**src/rtl/stq_commit_buffer.sv**
```systemverilog
// -----------------------------------------------------------------------------
// stq_commit_buffer
//
// In-order store queue between dispatch, the AGU writeback port, ROB commit
// and the data-cache write port. Stores enter in program order at the tail and
// leave at the head once committed.
//
// Each entry moves through these states:
//   FREE -> WAIT (dispatched) -> RES (address/data known) -> CMT (committed)
//   CMT -> FREE when the cache accepts the drain.
//
// Loads query the queue combinationally for forwarding from older stores.
//
// Ports
//   clk, rst             clock; asynchronous active-low reset
//   flush                drop every uncommitted (WAIT/RES) entry
//   disp_valid/tag/rdy   dispatch of up to DISP_W stores per cycle, packed
//                        from slot 0
//   agu_*                address/data/size resolution for one ROB tag
//   commit_valid/tag     ROB store-commit strobes
//   rob_head             oldest in-flight ROB tag, used to order loads
//                        against stores
//   mem_req_*            head-entry drain toward the cache (valid/ready)
//   ld_*, fwd_*          load forwarding query and result
//   count                occupied entries
// -----------------------------------------------------------------------------
module stq_commit_buffer #(
   parameter int DEPTH     = 8,
   parameter int DISP_W    = 2,
   parameter int COMMIT_W  = 2,
   parameter int TAG_WIDTH = 6,
   parameter int ADDR_W    = 32
) (
   input  logic                          clk,
   input  logic                          rst,
   input  logic                          flush,
   input  logic [DISP_W-1:0]             disp_valid,
   input  logic [DISP_W*TAG_WIDTH-1:0]   disp_tag,
   output logic [DISP_W-1:0]             disp_rdy,
   input  logic                          agu_valid,
   input  logic [TAG_WIDTH-1:0]          agu_tag,
   input  logic [ADDR_W-1:0]             agu_addr,
   input  logic [31:0]                   agu_data,
   input  logic [1:0]                    agu_size,
   input  logic [COMMIT_W-1:0]           commit_valid,
   input  logic [COMMIT_W*TAG_WIDTH-1:0] commit_tag,
   input  logic [TAG_WIDTH-1:0]          rob_head,
   output logic                          mem_req_valid,
   input  logic                          mem_req_ready,
   output logic [ADDR_W-1:0]             mem_req_addr,
   output logic [31:0]                   mem_req_data,
   output logic [3:0]                    mem_req_mask,
   input  logic                          ld_query_valid,
   input  logic [TAG_WIDTH-1:0]          ld_tag,
   input  logic [ADDR_W-1:0]             ld_addr,
   input  logic [1:0]                    ld_size,
   output logic                          fwd_hit,
   output logic [31:0]                   fwd_data,
   output logic                          fwd_wait,
   output logic [$clog2(DEPTH):0]        count
);

   localparam int PTR_W = $clog2(DEPTH);
   localparam int CNT_W = PTR_W + 1;
   localparam int WA_W  = ADDR_W - 2;

   typedef enum logic [1:0] {
      ST_FREE = 2'd0,
      ST_WAIT = 2'd1,
      ST_RES  = 2'd2,
      ST_CMT  = 2'd3
   } ent_st_e;

   // Control state (reset)
   ent_st_e           st_q [DEPTH];
   ent_st_e           st_d [DEPTH];
   logic [PTR_W-1:0]  head_q, head_d;
   logic [PTR_W-1:0]  tail_q, tail_d;
   logic [CNT_W-1:0]  count_q, count_d;

   // Payload state (not reset; only meaningful while the entry is not FREE)
   logic [TAG_WIDTH-1:0] tag_q  [DEPTH];
   logic [TAG_WIDTH-1:0] tag_d  [DEPTH];
   logic [WA_W-1:0]      wa_q   [DEPTH];
   logic [WA_W-1:0]      wa_d   [DEPTH];
   logic [31:0]          data_q [DEPTH];
   logic [31:0]          data_d [DEPTH];
   logic [3:0]           mask_q [DEPTH];
   logic [3:0]           mask_d [DEPTH];

   logic                 drain;
   logic [CNT_W-1:0]     n_disp;
   logic [CNT_W-1:0]     n_cmt;
   logic [PTR_W-1:0]     disp_idx;
   logic [3:0]           agu_mask;
   logic [31:0]          agu_lane_data;

   // Byte-enable pattern for an access size, before lane alignment.
   function automatic logic [3:0] size_mask(input logic [1:0] sz);
      case (sz)
         2'd0:    return 4'b0001;
         2'd1:    return 4'b0011;
         default: return 4'b1111;
      endcase
   endfunction

   // Expand a byte mask into a 32-bit bit mask.
   function automatic logic [31:0] byte_bits(input logic [3:0] m);
      logic [31:0] b;
      for (int k = 0; k < 4; k++) begin
         b[8*k +: 8] = {8{m[k]}};
      end
      return b;
   endfunction

   function automatic logic tag_committed(
      input logic [TAG_WIDTH-1:0]          t,
      input logic [COMMIT_W-1:0]           cv,
      input logic [COMMIT_W*TAG_WIDTH-1:0] ct
   );
      logic hit;
      hit = 1'b0;
      for (int c = 0; c < COMMIT_W; c++) begin
         if (cv[c] && (ct[c*TAG_WIDTH +: TAG_WIDTH] == t)) begin
            hit = 1'b1;
         end
      end
      return hit;
   endfunction

   // AGU payload is masked to its size, then moved to its byte lanes so the
   // stored word is exactly what the cache write needs.
   assign agu_mask      = size_mask(agu_size) << agu_addr[1:0];
   assign agu_lane_data = (agu_data & byte_bits(size_mask(agu_size)))
                          << {agu_addr[1:0], 3'b000};

   // Drain port: the head entry is presented as soon as it is committed.
   assign mem_req_valid = (st_q[head_q] == ST_CMT);
   assign mem_req_addr  = {wa_q[head_q], 2'b00};
   assign mem_req_data  = data_q[head_q];
   assign mem_req_mask  = mask_q[head_q];
   assign drain         = mem_req_valid && mem_req_ready;

   // Dispatch readiness uses the registered count only, so a same-cycle
   // drain never opens a dispatch slot.
   always_comb begin
      for (int i = 0; i < DISP_W; i++) begin
         disp_rdy[i] = ((CNT_W'(DEPTH) - count_q) >= CNT_W'(i + 1));
      end
   end

   assign count = count_q;

   // Next-state: AGU write, then commit, then drain, then flush or dispatch.
   always_comb begin
      for (int i = 0; i < DEPTH; i++) begin
         st_d[i]   = st_q[i];
         tag_d[i]  = tag_q[i];
         wa_d[i]   = wa_q[i];
         data_d[i] = data_q[i];
         mask_d[i] = mask_q[i];
      end
      head_d   = head_q;
      tail_d   = tail_q;
      count_d  = count_q;
      n_disp   = '0;
      n_cmt    = '0;
      disp_idx = tail_q;

      for (int i = 0; i < DEPTH; i++) begin
         // A flush in the same cycle discards the AGU write.
         if (agu_valid && !flush && (st_q[i] == ST_WAIT) && (tag_q[i] == agu_tag)) begin
            st_d[i]   = ST_RES;
            wa_d[i]   = agu_addr[ADDR_W-1:2];
            data_d[i] = agu_lane_data;
            mask_d[i] = agu_mask;
         end
         // Checking st_d lets a same-cycle AGU write and commit reach CMT.
         if ((st_d[i] == ST_RES) && tag_committed(tag_q[i], commit_valid, commit_tag)) begin
            st_d[i] = ST_CMT;
         end
      end

      if (drain) begin
         st_d[head_q] = ST_FREE;
         head_d       = head_q + PTR_W'(1);
      end

      if (flush) begin
         // Committed entries are contiguous from the head, so the new tail
         // sits just past them.
         for (int i = 0; i < DEPTH; i++) begin
            if ((st_d[i] == ST_WAIT) || (st_d[i] == ST_RES)) begin
               st_d[i] = ST_FREE;
            end
            if (st_d[i] == ST_CMT) begin
               n_cmt = n_cmt + CNT_W'(1);
            end
         end
         tail_d  = head_d + n_cmt[PTR_W-1:0];
         count_d = n_cmt;
      end else begin
         for (int d = 0; d < DISP_W; d++) begin
            if (disp_valid[d]) begin
               disp_idx          = tail_q + PTR_W'(d);
               st_d[disp_idx]    = ST_WAIT;
               tag_d[disp_idx]   = disp_tag[d*TAG_WIDTH +: TAG_WIDTH];
               n_disp            = n_disp + CNT_W'(1);
            end
         end
         tail_d  = tail_q + n_disp[PTR_W-1:0];
         count_d = count_q + n_disp - CNT_W'(drain);
      end
   end

   // Forwarding lookup, scanned oldest to youngest so the last match wins.
   logic [PTR_W-1:0]     fw_idx;
   logic [PTR_W-1:0]     fw_sel;
   logic                 fw_found;
   logic                 fw_any_wait;
   logic                 fw_qual;
   logic [3:0]           fw_ld_mask;
   logic [TAG_WIDTH-1:0] fw_ld_rel;
   logic [TAG_WIDTH-1:0] fw_ent_rel;

   always_comb begin
      fwd_hit     = 1'b0;
      fwd_wait    = 1'b0;
      fwd_data    = '0;
      fw_found    = 1'b0;
      fw_any_wait = 1'b0;
      fw_sel      = head_q;
      fw_idx      = head_q;
      fw_qual     = 1'b0;
      fw_ent_rel  = '0;
      fw_ld_mask  = size_mask(ld_size) << ld_addr[1:0];
      // Age relative to the ROB head, so tag wrap-around orders correctly.
      fw_ld_rel   = ld_tag - rob_head;

      for (int o = 0; o < DEPTH; o++) begin
         fw_idx     = head_q + PTR_W'(o);
         fw_ent_rel = tag_q[fw_idx] - rob_head;
         fw_qual    = (st_q[fw_idx] != ST_FREE) &&
                      ((st_q[fw_idx] == ST_CMT) || (fw_ent_rel < fw_ld_rel));
         if (fw_qual && (st_q[fw_idx] == ST_WAIT)) begin
            fw_any_wait = 1'b1;
         end
         if (fw_qual && (st_q[fw_idx] != ST_WAIT) &&
             (wa_q[fw_idx] == ld_addr[ADDR_W-1:2]) &&
             ((mask_q[fw_idx] & fw_ld_mask) != 4'b0000)) begin
            fw_found = 1'b1;
            fw_sel   = fw_idx;
         end
      end

      if (ld_query_valid) begin
         if (fw_any_wait) begin
            fwd_wait = 1'b1;
         end else if (fw_found) begin
            if ((mask_q[fw_sel] & fw_ld_mask) == fw_ld_mask) begin
               fwd_hit  = 1'b1;
               fwd_data = (data_q[fw_sel] >> {ld_addr[1:0], 3'b000})
                          & byte_bits(size_mask(ld_size));
            end else begin
               fwd_wait = 1'b1;
            end
         end
      end
   end

   // Control registers
   always_ff @(posedge clk or negedge rst) begin
      if (!rst) begin
         for (int i = 0; i < DEPTH; i++) begin
            st_q[i] <= ST_FREE;
         end
         head_q  <= '0;
         tail_q  <= '0;
         count_q <= '0;
      end else begin
         for (int i = 0; i < DEPTH; i++) begin
            st_q[i] <= st_d[i];
         end
         head_q  <= head_d;
         tail_q  <= tail_d;
         count_q <= count_d;
      end
   end

   // Payload registers
   always_ff @(posedge clk) begin
      for (int i = 0; i < DEPTH; i++) begin
         tag_q[i]  <= tag_d[i];
         wa_q[i]   <= wa_d[i];
         data_q[i] <= data_d[i];
         mask_q[i] <= mask_d[i];
      end
   end

endmodule

```
**config.mk**
```make
export PLATFORM = sky130hd
export DESIGN_NAME = stq_commit_buffer
export DESIGN_NICKNAME = d
export VERILOG_FILES = /design/src/rtl/stq_commit_buffer.sv
export SDC_FILE = /design/constraint.sdc
export NUM_CORES = 2
export LEC_CHECK = 0
export CAP_MARGIN = 20
export CORE_MARGIN = 2
export CORE_UTILIZATION = 40
export CTS_CLUSTER_SIZE = 16
export DETAILED_ROUTE_END_ITERATION = 12
export MAX_ROUTING_LAYER = met4
export SETUP_SLACK_MARGIN = 0.1
export SYNTH_ARGS = -nofsm -noshare
export SYNTH_HDL_FRONTEND = slang
export SYNTH_SLANG_ARGS = --single-unit
```
**constraint.sdc**
```tcl
create_clock -name clk -period 19.1 [get_ports clk]
set_clock_uncertainty 0.05 [all_clocks]
set_input_delay 4.775 -clock clk [delete_from_list [all_inputs] [get_ports clk]]
set_output_delay 4.775 -clock clk [all_outputs]
set_load 0.005 [all_outputs]
```
==> summary.md <==
| Metric | Value |
|---|---|
| Antenna violations before repair | 14 |
| Clock power frac | 37.0% |
| Startpoint Class | input port |
| Number of flops mapped to enable cells by yosys | 576 |
| Worst-path clk slew | 60 ps |
| Site Rows | 133 |
| Sw Share | 30.90% |
| DIE AREA | 0.1344 sq mm |
| RSZ-0062 raised after global routing | no |
| Fmax | 55.64 MHz |
| Power density over cell area | 64.04 mW/mm^2 |
| HP Start | count[0]$_DFF_PN0_ |
| Period minus WS final | 17,970 ps |
| Crit path max-delay family | compound AO/OA/AOI/OAI gates |
| CTS buffer count | 72 |
| Initial core utilization | 40.16% |
| Share of the synthesized area in the top cell type | 32.88% |
| Peak supply drop | 0.06710 mV |
| Clock buffer depth | 3 |
| GPL Wtd Cong | 1.047 |
| Crit-path cells | clkdlybuf4s50_1 -> inv_1 -> ha_1 -> a21o_1 -> a21o_1 -> a21o_1 -> a21oi_1 -> xnor2_1 -> ha_1 -> a21oi_1 -> nand2_1 -> a41oi_1 -> o21ai_0 -> a2111oi_0 -> nand3_1 -> a32oi_1 -> nand3_1 -> a21oi_2 -> a21boi_0 -> a221o_1 -> o211ai_4 -> nand4_4 -> a2111oi_1 -> clkdlybuf4s50_1 |
| Static leakage | 21.51 nW |
| CP max stage delay | 840 ps |
| Layout cells sized above 1 | 16.47% |
| Layout area overhead | 12.01% |
| DRT antenna net count | 0 |
| Syn Inst Count | 4,659 |
| HPWL Detailed | 152,500 microns |
| Top_reg_cell synth | edfxtp_1 |
| Avg Cell Area, Syn | 11.29 sq um |
| CTS HTree Levels | 3 |
| Cell taking the most area after synthesis | edfxtp_1 |
| Post-CTS Hold Buffers | 0 |
| CORE AREA | 0.1310 sq mm |
| Initial drt markers | 6,037 |
| Post-synth top cells | edfxtp_1, nand2_1, mux2i_1 |
| Final TNS setup | 0 ps |
| Clk sink count | 602 |
| Slew HR | 19.13% |
| Gr usage total | 31.58% |
| Drt wl/cell | 32.61 microns |
| Hold Path Class | flip-flop to flip-flop |
| Nets | 4,952 |
| Unique masters post-synth | 95 |
| Synth Warn # | 0 |
| Die Span Y | 366.6 microns |
| Vias post-DR | 42,900 |
| Most common cell in the netlist | edfxtp_1 |
| Path type of the worst setup path | input port to output port |
| Switch Pwr | 1.166 mW |
| Int Pwr | 2.607 mW |
| Final worst slack | 1126 ps |
| Max Cap Violations | 0 |
| I/O pins | 261 |
| Cell repeated most along the worst path | a21o_1 |
| Chip Width | 366.6 microns |
| First-pass GRT wire length | 300,700 microns |
| Residual DRC | 0 |
| CTS tree | done |
| FF+latch count, synth | 602 |
| Placement Setup Slack | 1226 ps |
| Slew Limit Fails | 0 |
| Least-Margin Pin Slew | 1196 ps |
| Gr ovfl total | 0 |
| Critical Path Start | rob_head[1] |
| Synth area leaders | edfxtp_1, mux4_2, mux2i_1 |
| Drt via density | 6.602 |
| CP max FO | 25 |
| Final hold vios | 0 |
| Setup crit end kind | output port |
| Critical R2R Launch | head_q[1]$_DFF_PN0_ |
| Detailed Routing Iterations Pass 1 | 8 |
| CP max-delay cell | a2111oi_0 |
| Run status | finished clean |
| Worst EP arrival | 13,150 ps |
| Clk_lat worst skew | 730 ps |
| CTS root buffer | clkbuf_16 |
| Combinational Power Share | 21.8% |
| Postcts setup bufs | 0 |
| Largest net degree at the start of global routing | 112 |
| Number of buffers and inverters on the critical path | 3 |
| Port buffer count | 258 |
| Worst Path Required | 14,280 ps |
| Sequential share of power | 41.1% |
| # fillers | 12,080 |
| Vias in the first global route | 40,100 |
| Period utilization | 94.10% |
| Seq/Total Area, Yosys | 34.12% |
| Post-Route WL | 211,800 microns |
| Post-Synthesis Cell Area | 0.05260 sq mm |
| Post-cts repair resize count | 0 |
| Setup violators final | 0 |
| Asr flop ratio synth | 4.319% |
power groups by stage:
| stage | Combinational, mW | Clock, mW | Sequential (mW) |
|---|---|---|---|
| after CTS | 0.807 | 1.42 | 1.55 |
| after global placement | 0.792 | 0 | 1.57 |
| after detailed placement | 0.802 | 0 | 1.58 |
| final | 0.823 | 1.40 | 1.55 |
| after global routing | 0.884 | 1.47 | 1.55 |
| after floorplan | 0.556 | 0 | 1.52 |
worst paths after layout:
check / endpoint / slack, ps / depth (start not counted)
min in group asynchronous: count[0]$_DFF_PN0_ / 4410 / 2
worst max register to register: tail_q[2]$_DFF_PN0_ / 10730 / 25
worst min-delay path: count[0]$_DFF_PN0_ / 700 / 2
worst max-delay path: fwd_data[17] / 1130 / 24
max in group asynchronous: head_q[2]$_DFF_PN0_ / 14280 / 2
worst min register to register: count[0]$_DFF_PN0_ / 700 / 2
tightest hold or removal path: stages, from the launching register on:
cell and delay (ps):
dfrtp_1 430, ha_1 160, mux2_2 130
logic make-up after synthesis:
family,Yosys count,share of synthesized area (%)
muxes,1041,30.56
xor gates and xnor gates,440,7.355
other,1,0.007129
DFF,602,34.12
buffers and inverters,488,4.163
AOI/OAI and AO/OA,702,9.075
adders and majority gates,122,3.073
and+or+nand+nor,1263,11.65
per-layer routing:
layer  global-route usage, %  part of all wire [%]
met1                   43.67                    42
met2                   47.31                    45
met3                   4.879                   9.3
met4                   10.84                   3.7
met5                       -                     0
per-stage QoR:
stage / total power [mW] / hold slack [ps] / util (%) / cell area (sq um) / cells
finish: 3.773 / 696.0 / 44.98 / 58910 / 6497
global route: 3.906 / 750.5 / 44.98 / 58900 / 6492
CTS: 3.772 / 712.2 / 44.94 / 58860 / 6482
detailed placement: 2.378 / 694.5 / 43.13 / 56480 / 6355
global placement: 2.366 / 694.1 / 43.10 / 56450 / 6351
floorplan: 2.072 / 573.4 / - / 52600 / 4660
sequential cells by signal, summed over array words and instances, names as in the netlist:
name    cells
data_q    256
wa_q      240
tag_q      48
mask_q     32
st_q       16
count       4
head_q      3
tail_q      3
placed cells by master (no fill, tap or decap), types with 66 or more instances in the layout:
master / netlist / layout
a21oi_1: 146 / 146
a22oi_1: 95 / 95
buf_4: 48 / 88
clkbuf_16: 0 / 73
clkdlybuf4s50_1: 0 / 258
edfxtp_1: 576 / 576
ha_1: 110 / 108
mux2i_1: 543 / 543
mux4_2: 444 / 444
nand2_1: 553 / 553
nand3_1: 127 / 127
nor2_1: 164 / 156
o21ai_0: 118 / 118
o22ai_1: 66 / 66
xnor2_1: 312 / 311
xor2_1: 126 / 125
area by class of cell:
type | count | area [sq um] | area share (%)
clock inverters | 39 | 470.5 | 0.7985
flip-flops and latches | 602 | 17960 | 30.48
multi-input cells | 3570 | 32660 | 55.43
inverters | 75 | 286.5 | 0.4863
well taps | 1755 | 2196 | 3.727
diodes | 11 | 27.53 | 0.04672
repair buffers | 357 | 3417 | 5.800
clock buffers | 88 | 1903 | 3.230
Note: power is estimated with default switching activity, not from simulation.
